`src/rtl/pipe_hazard_ctrl_pkg.sv`:
```
// ---------------------------------------------------------------------------
// pipe_hazard_ctrl_pkg
//   Shared types for the 5-stage core hazard sequencer.
//
//   hz_state_t  : sequencer state (normal flow, waiting on the MDU,
//                 waiting for an in-flight fetch before loading a redirect PC)
//   pipe_ctl_t  : one bundle of per-boundary enables and bubble-loads so the
//                 reg_* pipeline register modules each consume a single field
//
//   The CTL_* constants are the output patterns the sequencer selects from.
//   Bit order (MSB first): pc_en fd_en de_en em_en fd_bub de_bub em_bub mw_bub
// ---------------------------------------------------------------------------
package pipe_hazard_ctrl_pkg;

    typedef enum logic [1:0] {
        HZ_RUN        = 2'd0,
        HZ_MDU_WAIT   = 2'd1,
        HZ_REDIR_WAIT = 2'd2
    } hz_state_t;

    typedef struct packed {
        logic pc_en;
        logic fd_en;
        logic de_en;
        logic em_en;
        logic fd_bub;
        logic de_bub;
        logic em_bub;
        logic mw_bub;
    } pipe_ctl_t;

    // Free-flowing pipeline: everything advances, nothing is squashed.
    localparam pipe_ctl_t CTL_RUN       = 8'b1111_0000;
    // Reset: registers load bubbles so the pipe comes up empty.
    localparam pipe_ctl_t CTL_RESET     = 8'b1111_1111;
    // Data memory wait: freeze F..M, send a bubble into W.
    localparam pipe_ctl_t CTL_MEM_STALL = 8'b0000_0001;
    // MDU busy: freeze F..E, the E/M register takes a bubble while M/W drain.
    localparam pipe_ctl_t CTL_MDU_STALL = 8'b0001_0010;
    // Load-use: freeze PC and F/D, inject a bubble into D/E.
    localparam pipe_ctl_t CTL_LOAD_USE  = 8'b0011_0100;
    // Fetch outstanding: hold PC, F/D takes a bubble (no valid instruction yet).
    localparam pipe_ctl_t CTL_IFETCH    = 8'b0111_1000;

endpackage : pipe_hazard_ctrl_pkg

```
`src/rtl/pipe_hazard_ctrl_sat_counter.sv`:
```
// ---------------------------------------------------------------------------
// pipe_hazard_ctrl_sat_counter
//   Saturating up-counter used for the stall-cycle performance counter.
//   Sticks at all-ones instead of wrapping so a long run never reports a
//   misleadingly small number.
//
//   Ports:
//     clk    in  1  clock
//     clear  in  1  synchronous clear (takes priority over inc)
//     inc    in  1  add one this cycle (ignored once saturated)
//     count  out W  current count
// ---------------------------------------------------------------------------
module pipe_hazard_ctrl_sat_counter #(
    parameter int W = 32
) (
    input  logic         clk,
    input  logic         clear,
    input  logic         inc,
    output logic [W-1:0] count
);

    logic atMax;

    assign atMax = &count;

    always_ff @(posedge clk) begin
        if (clear) begin
            count <= '0;
        end else if (inc && !atMax) begin
            count <= count + 1'b1;
        end
    end

endmodule : pipe_hazard_ctrl_sat_counter

```
`src/rtl/pipe_hazard_ctrl.sv`:
```
// ---------------------------------------------------------------------------
// pipe_hazard_ctrl
//   Central stall/flush sequencer for the 5-stage core (F, D, E, M, W).
//   Produces the enable and bubble-load controls for the PC and the F/D, D/E,
//   E/M and M/W pipeline registers from the memory waits, load-use hazard,
//   EX branch redirect and the multi-cycle MDU handshake.
//
//   A redirect that arrives while an instruction fetch is still outstanding
//   is parked in pendPc; the PC is only loaded once the wrong-path fetch has
//   returned (and been squashed into F/D as a bubble).
//
//   Ports:
//     clk, reset          clock, synchronous active-high reset
//     iwait               instruction fetch outstanding
//     dwait               data access outstanding in M
//     load_use            D needs the destination of a load in E
//     redirect_valid/pc   EX mispredict and its target
//     mdu_start/mdu_done  multi-cycle MDU handshake
//     pc_en               PC update enable
//     pc_sel_redirect     PC mux selects pc_target instead of pc+4
//     pc_target           redirect target for the PC mux
//     fd_en, de_en, em_en register enables (0 = hold)
//     fd_bub..mw_bub      load a bubble into that register
//     stall_cnt           cycles with pc_en=0 since reset (saturating)
//     dbgState            current sequencer state, for observation only
//
//   All control outputs are combinational from the registered state and the
//   current inputs.
//
//   Handshakes: there is no valid/ready pair here. mdu_start is a one-cycle
//   marker for the first E cycle of an MDU op; mdu_done is a one-cycle
//   completion pulse that may coincide with mdu_start for single-cycle ops.
// ---------------------------------------------------------------------------
module pipe_hazard_ctrl
    import pipe_hazard_ctrl_pkg::*;
#(
    parameter int PC_W  = 64,
    parameter int CNT_W = 32
) (
    input  logic             clk,
    input  logic             reset,
    input  logic             iwait,
    input  logic             dwait,
    input  logic             load_use,
    input  logic             redirect_valid,
    input  logic [PC_W-1:0]  redirect_pc,
    input  logic             mdu_start,
    input  logic             mdu_done,
    output logic             pc_en,
    output logic             pc_sel_redirect,
    output logic [PC_W-1:0]  pc_target,
    output logic             fd_en,
    output logic             de_en,
    output logic             em_en,
    output logic             fd_bub,
    output logic             de_bub,
    output logic             em_bub,
    output logic             mw_bub,
    output logic [CNT_W-1:0] stall_cnt,
    output hz_state_t        dbgState
);

    hz_state_t       state;
    hz_state_t       stateNext;
    logic [PC_W-1:0] pendPc;
    logic            latchPend;
    logic            applyRun;
    pipe_ctl_t       ctl;
    logic            selRedirect;
    logic [PC_W-1:0] target;

    // -----------------------------------------------------------------------
    // Output and next-state decode. Priority, highest first:
    //   data wait > MDU busy > MDU start > redirect > load-use > fetch wait.
    // applyRun marks cycles where the RUN-state rules are evaluated, which
    // includes the cycle an MDU op completes (the pipe resumes immediately).
    // -----------------------------------------------------------------------
    always_comb begin
        ctl         = CTL_RUN;
        selRedirect = 1'b0;
        target      = redirect_pc;
        stateNext   = state;
        latchPend   = 1'b0;
        applyRun    = 1'b0;

        if (reset) begin
            ctl    = CTL_RESET;
            target = '0;
        end else if (dwait) begin
            // Everything freezes, including a pending redirect: the fetch
            // return is not acted on until M is free again.
            ctl = CTL_MEM_STALL;
        end else begin
            case (state)
                HZ_MDU_WAIT: begin
                    if (mdu_done) begin
                        stateNext = HZ_RUN;
                        applyRun  = 1'b1;
                    end else begin
                        ctl = CTL_MDU_STALL;
                    end
                end

                HZ_REDIR_WAIT: begin
                    // D/E and E/M keep draining older work; only F/D is
                    // squashed. Further redirects are ignored because E can
                    // only hold bubbles while we are here.
                    ctl.fd_bub = 1'b1;
                    if (iwait) begin
                        ctl.pc_en = 1'b0;
                    end else begin
                        selRedirect = 1'b1;
                        target      = pendPc;
                        stateNext   = HZ_RUN;
                    end
                end

                default: begin
                    applyRun = 1'b1;
                end
            endcase

            if (applyRun) begin
                if (mdu_start) begin
                    if (mdu_done) begin
                        // Single-cycle completion: nothing to wait for.
                        ctl       = CTL_RUN;
                        stateNext = HZ_RUN;
                    end else begin
                        ctl       = CTL_MDU_STALL;
                        stateNext = HZ_MDU_WAIT;
                    end
                end else if (redirect_valid) begin
                    // Redirect beats load_use: the instruction in D is on
                    // the wrong path, so its hazard is irrelevant.
                    ctl.fd_bub = 1'b1;
                    ctl.de_bub = 1'b1;
                    if (iwait) begin
                        ctl.pc_en = 1'b0;
                        latchPend = 1'b1;
                        stateNext = HZ_REDIR_WAIT;
                    end else begin
                        selRedirect = 1'b1;
                        stateNext   = HZ_RUN;
                    end
                end else if (load_use) begin
                    ctl = CTL_LOAD_USE;
                end else if (iwait) begin
                    ctl = CTL_IFETCH;
                end
            end
        end
    end

    // -----------------------------------------------------------------------
    // State and pending-target registers
    // -----------------------------------------------------------------------
    always_ff @(posedge clk) begin
        if (reset) begin
            state  <= HZ_RUN;
            pendPc <= '0;
        end else begin
            state <= stateNext;
            if (latchPend) begin
                pendPc <= redirect_pc;
            end
        end
    end

    // -----------------------------------------------------------------------
    // Stall-cycle performance counter. pc_en is forced high during reset, so
    // reset cycles never count.
    // -----------------------------------------------------------------------
    pipe_hazard_ctrl_sat_counter #(
        .W (CNT_W)
    ) u_stallCnt (
        .clk   (clk),
        .clear (reset),
        .inc   (!ctl.pc_en),
        .count (stall_cnt)
    );

    // -----------------------------------------------------------------------
    // Output mapping
    // -----------------------------------------------------------------------
    assign pc_en           = ctl.pc_en;
    assign fd_en           = ctl.fd_en;
    assign de_en           = ctl.de_en;
    assign em_en           = ctl.em_en;
    assign fd_bub          = ctl.fd_bub;
    assign de_bub          = ctl.de_bub;
    assign em_bub          = ctl.em_bub;
    assign mw_bub          = ctl.mw_bub;
    assign pc_sel_redirect = selRedirect;
    assign pc_target       = target;
    assign dbgState        = state;

endmodule : pipe_hazard_ctrl

```
`config.mk`:
```
export PLATFORM = sky130hd
export DESIGN_NAME = pipe_hazard_ctrl
export DESIGN_NICKNAME = d
export VERILOG_FILES = /design/src/rtl/pipe_hazard_ctrl_pkg.sv /design/src/rtl/pipe_hazard_ctrl_sat_counter.sv /design/src/rtl/pipe_hazard_ctrl.sv
export SDC_FILE = /design/constraint.sdc
export NUM_CORES = 1
export LEC_CHECK = 0
export CORE_ASPECT_RATIO = 1.4
export CORE_MARGIN = 2
export CORE_UTILIZATION = 45
export CTS_CLUSTER_DIAMETER = 60
export DETAILED_ROUTE_END_ITERATION = 10
export PLACE_DENSITY = 0.82
export SYNTH_ARGS = -nofsm -noshare
export SYNTH_HDL_FRONTEND = slang
export SYNTH_SLANG_ARGS = --single-unit
```
`constraint.sdc`:
```
create_clock -name clk -period 2.3 [get_ports clk]
set_input_delay 0.23 -clock clk [delete_from_list [all_inputs] [get_ports clk]]
set_output_delay 0.23 -clock clk [all_outputs]
set_load 0.03 [all_outputs]
```
==> key figures <==
Die
  – Die Y: around 130 µm
  – Die Width: 95.1 µm
  – I/O pin count: approximately 180
  – Die area: 0.0125 mm²
  – Row cnt: between 40 and 50
  – Core box area: around 0.011 mm²
  – Initial core utilization: a little under half

Logic synthesis
  – Top_reg_cell synth: dfxtp_1
  – Syn_area_per_cell: 6.85 µm²
  – Synthesized net count: approximately 840
  – Post-Syn Area: 0.00523 mm²
  – Async S/R FF share, synth: 0%
  – Ys Warns: 0
  – EDFF count, synth: 0
  – Yosys reg bits: between 90 and 100
  – Yosys cell types: 44
  – Gate Count Post-Synth: 763
  – Share of the yosys chip area belonging to registers: between 30% and 40%

Placed design
  – Post-DP HPWL: about 10 mm
  – Pre-CTS WS: between 0.06 and 0.07 ns
  – DP Area: around 0.0073 mm²
  – RePlAce Congestion: around 0.88
  – Buffers on Ports: between 150 and 200

Timing
  – Setup WS post-layout: 0.0959 ns
  – Max-slew violations: 0
  – Final worst-path cycle share: 95.8%
  – Worst hold margin: about 0.39 ns
  – Max Clk Rate: between 0.4 and 0.5 GHz
  – Post-Route Skew: ~0.0089 ns
  – Minimum clock period: 2.20 ns
  – Final Hold Vio Count: 0
  – Slew @ Worst Pin: between 0.5 and 0.6 ns
  – Relative slew slack: 66.4%
  – Final setup fails: 0

Worst setup path
  – CP Capture Type: primary output
  – Worst path arrival time: between 1.5 and 2 ns
  – Setup crit start kind: flip-flop
  – Crit Path Class: reg -> out
  – CP required: between 2 and 2.5 ns
  – Crit path max fanout: 6

Clock network
  – Clk buf depth: 2
  – Clock Sinks: just under 100
  – CTS clk-pin slew, worst paths: approximately 0.070 ns
  – Cts bufs inserted: 9
  – Htree depth: 3
  – Clk root buf: clkbuf_16
  – Worst skew pair latency: around 0.34 ns
  – TritonCTS clock tree: built

Global routing
  – Pin count of the biggest net entering global routing: between 80 and 90
  – First-pass GRT wire length: approximately 24 mm
  – Total Routing Usage GR: 23.7%
  – Initial antenna violation count: 0
  – Number of global-route vias before repair: 5188
  – Remaining Overflow, GRT: 0

Pwr
  – VDD IR max: about 0.00040 V
  – Power per cell area: around 530 mW/mm²
  – Tot Pwr: approximately 4100 µW
  – Leakage power: 0.00284 µW

Finish
  – Ratio of cells with drive above 1 in the final layout: a little under a quarter
  – N_diodes: 0
  – Final Util: between 60% and 70%
  – Post-route cell area: between 0.007 and 0.008 mm²
  – Final #Nets: approximately 1000
  – Sequential cell area: between 0.0015 and 0.002 mm²
  – Most frequent cells in the layout: 270 x nand2_1, 105 x clkdlybuf4s50_1, 96 x dfxtp_1
  – Area grow syn2layout: 48.1%
  – Filler Cell Count: 951
  – Commonest non-fill, non-tap cell in the layout: nand2_1
  – Area of the multi-input gates: 0.00323 mm²

Run status
  – Status: finished clean

Drt
  – # DRC: 0
  – Total wire length: between 15 and 20 mm
  – DRT Pass-1 Iters: 5
  – DR vias/cell: around 5.4
  – Avg WL per Cell: approximately 14 µm
  – DRT antenna net count: 0
  – Initial DRC Count: 307
  – Detailed-route via count: 5806

Hold path
  – HP Class: in -> reg

Flow run
  – Max cap viols: 0
## power breakdown
group	leakage, µW	switching [µW]	total, µW	internal, µW
registers	0.000792	10.8	1720	1710
clock network	0.000157	680	1640	963
logic	0.00190	416	733	317
## cell usage after synthesis (2+ instances only)
| master | instances | area (µm²) |
|---|---|---|
| nor2b_1 | 10 | 62.6 |
| and4_1 | 10 | 87.6 |
| nand4_2 | 2 | 25.0 |
| inv_1 | 10 | 37.5 |
| nor4b_1 | 2 | 17.5 |
| buf_2 | 9 | 45.0 |
| or4_1 | 14 | 105 |
| clkbuf_1 | 39 | 146 |
| o21ai_0 | 5 | 25.0 |
| o311ai_0 | 6 | 52.6 |
| mux2_2 | 10 | 113 |
| o41ai_1 | 6 | 52.6 |
| o31ai_1 | 16 | 120 |
| nand2_1 | 270 | 1010 |
| a21oi_1 | 152 | 761 |
| nand3_1 | 16 | 80.1 |
| ha_1 | 3 | 37.5 |
| o21a_1 | 3 | 22.5 |
| buf_1 | 13 | 48.8 |
| nor3_1 | 4 | 20.0 |
| nor2_1 | 24 | 90.1 |
| nor4_1 | 7 | 43.8 |
| buf_4 | 2 | 15.0 |
| o21ai_1 | 2 | 10.0 |
| or3_1 | 4 | 25.0 |
| nand4_1 | 6 | 37.5 |
| and3_1 | 3 | 18.8 |
| nand2b_1 | 2 | 12.5 |
| dfxtp_1 | 98 | 1960 |
## sequential cells by signal, summed over array words and instances, names as in the netlist
| name | count |
|---|---|
| pendPc | 64 |
| u_stallCnt.count | 32 |
| dbgState | 2 |
## cell families (layout without fill, tap and decap cells)
kind of cell | after synthesis | in the layout | synth area share (%)
and+or+nand+nor | 382 | 382 | 32.7
AOI/OAI and AO/OA | 196 | 196 | 21.1
DFF | 98 | 98 | 37.5
buffers and inverters | 74 | 240 | 5.82
muxes | 10 | 10 | 2.15
adders and majority gates | 3 | 3 | 0.718
## stage by stage
step	TNS [ns]	instances
2_1_floorplan	-0.0234	763
3_3_place_gp	0	1053
3_5_place_dp	0	1053
4_1_cts	0	1069
5_1_grt	-0.0130	1073
6_report	0	1073
## worst paths after layout
check,startpoint,endpoint,slack (ns),cells after the start
worst min register to register,pendPc[27]$_SDFFE_PP0P_,pendPc[27]$_SDFFE_PP0P_,0.45,2
worst min-delay path,reset,u_stallCnt.count[7]$_SDFFE_PP0P_,0.39,3
worst max register to register,u_stallCnt.count[18]$_SDFFE_PP0P_,u_stallCnt.count[15]$_SDFFE_PP0P_,0.19,6
worst max-delay path,dbgState[0]$_SDFFE_PP0N_,fd_en,0.1,9
## layout make-up
class,instances,area share (%)
repair buffers,214,26.0
flip-flops and latches,98,25.4
multi-input cells,591,41.7
clock buffers,9,2.91
inverters,10,0.485
clock inverters,7,1.28
well taps,144,2.33
## layer usage
layer	part of all wire, %	vias to the layer above	track usage, %
met5	0	-	0
met4	2.7	0	10.2
met3	5.5	30	3.50
met2	50	159	40.6
met1	42	2682	28.8
li1	-	2935	-
## timing repair
item | in CTS | in global routing
buffers inserted | 0 | 4
endpoints found under the setup margin | 3 | 44
gates resized for setup | 3 | 5
hold buffers | 0 | 0
pin swaps | 0 | 1
## worst max-delay path, stage by stage, from the launching register on
cell and delay, ns:
dfxtp_2 0.35, inv_1 0.07, ha_4 0.26, a21oi_4 0.14, buf_6 0.14, nor2_2 0.05, buf_4 0.13, o21a_1 0.10
o31ai_1 0.19, buf_4 0.20
(Power assumes the default switching activity.)
==> RTL edit: new RTL, same settings <==
Set the parameter `CNT_W` to 64 (it was 32).
--- a/src/rtl/pipe_hazard_ctrl.sv
+++ b/src/rtl/pipe_hazard_ctrl.sv
@@ -37,3 +37,3 @@
     parameter int PC_W  = 64,
-    parameter int CNT_W = 32
+    parameter int CNT_W = 64
 ) (
Ports: changed (resized stall_cnt); port bits go from 179 to 211. No check against the original RTL was run, so the function may have changed too.
==> RTL edit against the original RTL <==
  * The flow now finishes with violations (negative setup slack)
  * Critical path type unchanged
  * Wire length grew 81%
  * Largest cell class unchanged
  * Sequential cell count grew 32
  * Highest routed layer unchanged
  * Sequential power grew 32%
  * Largest power group is now the clock network
  * Non-clock buffer count grew 145
  * Clock power grew 68%
  * Final area grew 50%
  * Synthesized area grew 29%
  * Setup slack lost 0.25 ns
  * Sequential share of layout area shrank 2.4 points
  * Total power grew 45%
  * Critical endpoint is now pc_target[28]
==> RTL edit: results (changes against the original RTL) <==
stage	metric	value	unit	change
yosys	ys_top_cells_by_count	nand2_1, a21oi_1, dfxtp_1		unchanged
worst_setup_path	worst_ep_arrival_time	2.22	ns	was 1.97 ns
timing	setup_viol	75		was 0
worst_setup_path	r2r_slack	-0.12	ns	was 0.19 ns
timing	max_freq	408	MHz	was 454 MHz
routing	vias	8433		was 5806
global_routing	grt_max_degree	107		was 86
routing	drc	0		unchanged
global_routing	grt_pass1_wl	37000	um	was 24400 um
cts	cts_buffer_depth	2		unchanged
routing	dr.pass1.iters	6		was 5
cts	cts-root-buf	clkbuf_16		unchanged
placement	postPlaceCellArea	0.00953	mm^2	was 0.00735 mm^2
yosys	synthMuxAreaShare	0.00465		was 0.0215
cts	clock_latency	0.41	ns	was 0.34 ns
placement	dpl.cell_count	1376		was 1053
yosys	synth.area.top_cells	dfxtp_1, nand2_1, a21oi_1, xor2_1, clkbuf_1		was dfxtp_1, nand2_1, a21oi_1, clkbuf_1, o31ai_1
timing	setup_slack	-0.153	ns	was 0.0959 ns
placement	numPortBuffers	210		was 178
final_layout	drive_gt1_frac	0.347		was 0.230
timing	setup_tns	-5.84	ns	was 0 ns
final_layout	n_fill_cell	868		was 951
power	vdd_drop_max	0.442	mV	was 0.403 mV
timing	clock_skew	0.0134	ns	was 0.00890 ns
yosys	synth-compound-area-share	0.206		was 0.211
yosys	seq_area_frac_synth	0.387		was 0.375
placement	gp_congestion	0.864		was 0.881
routing	routed_wl	27300	um	was 15100 um
cts	h-tree-depth	4		was 3
yosys	synthAdderAreaFrac	0.00558		was 0.00718
global_routing	grt_usage	0.287		was 0.237
timing	worst-slew-pin-transition	1.15	ns	was 0.502 ns
global_routing	grt_pass1_vias	7627		was 5188
run_status	status	finished with violations		was finished, final reports clean
yosys	syn_inst	941		was 763
run_status	violations	negative setup slack		
yosys	synth_xor_area_frac	0.0417		was 0
placement	dp_slack	-0.319	ns	was 0.0652 ns
final_layout	stdcell_count	1455		was 1073
timing	timing.hold.ws	0.409	ns	was 0.393 ns
yosys	synth_nets	1016		was 838
final_layout	diodes	0		unchanged
routing	first_iter_violations	835		was 307
cts	numCtsBuffers	17		was 9
yosys	ys_types	54		was 44
power	p_leak	4.34	nW	was 2.84 nW
placement	dp_hpwl	14600	um	was 10400 um
global_routing	grt_antenna_before_repair	0		unchanged
worst_setup_path	crit_path_max_fanout	8		was 6
final_layout	final_nets	1329		was 999
RTL edit: cell types whose count changed after synthesis, moves of 16 or more:
cell	change
xor2_1	+30
o21ai_0	+21
nor2_1	+30
nand2_1	+16
dfxtp_1	+32
or3_1	+21
RTL edit: final cells by class:
type / count / area (um^2) / area share
multi-input combinational: 734 / 4630 / 0.398
timing repair buffer: 359 / 3440 / 0.296
sequential: 130 / 2670 / 0.229
clock buffer: 20 / 479 / 0.0412
tap: 189 / 236 / 0.0203
clock inverter: 11 / 128 / 0.0110
inverter: 12 / 47.5 / 0.00409
RTL edit: worst max-delay path, cell delays in order (launching register included):
cell,delay [ns]
dfxtp_4,0.35
inv_4,0.05
ha_4,0.14
buf_6,0.09
or3b_4,0.46
buf_12,0.18
buf_16,0.16
nand2_2,0.06
a21oi_1,0.07
buf_4,0.24
RTL edit: worst paths after layout:
kind	endpoint	cells past startpoint
worst max-delay path	pc_target[28]	9
worst min-delay path	u_stallCnt.count[18]$_SDFFE_PP0P_	3
worst max register to register	u_stallCnt.count[8]$_SDFFE_PP0P_	13
worst min register to register	pendPc[16]$_SDFFE_PP0P_	2
RTL edit: per-layer routing:
layer	track usage	up-vias	routed length [um]
met3	0.0649	118	2020
met5	0	-	0
met4	0.156	0	1440
met2	0.523	461	14200
li1	-	3863	-
met1	0.302	3991	9710
RTL edit: power by group:
group          internal [W]  total (W)  switching, W
clock               0.00172    0.00276       0.00104
combinational      0.000409   0.000914      0.000505
sequential          0.00226    0.00227     0.0000116
total               0.00439    0.00595       0.00156
RTL edit: repair_timing:
action / in CTS / in global routing
endpoints found under the setup margin: 85 / 110
cloned: 8 / 2
buffers inserted: 20 / 21
pin swaps: 24 / 48
resized for setup: 81 / 179
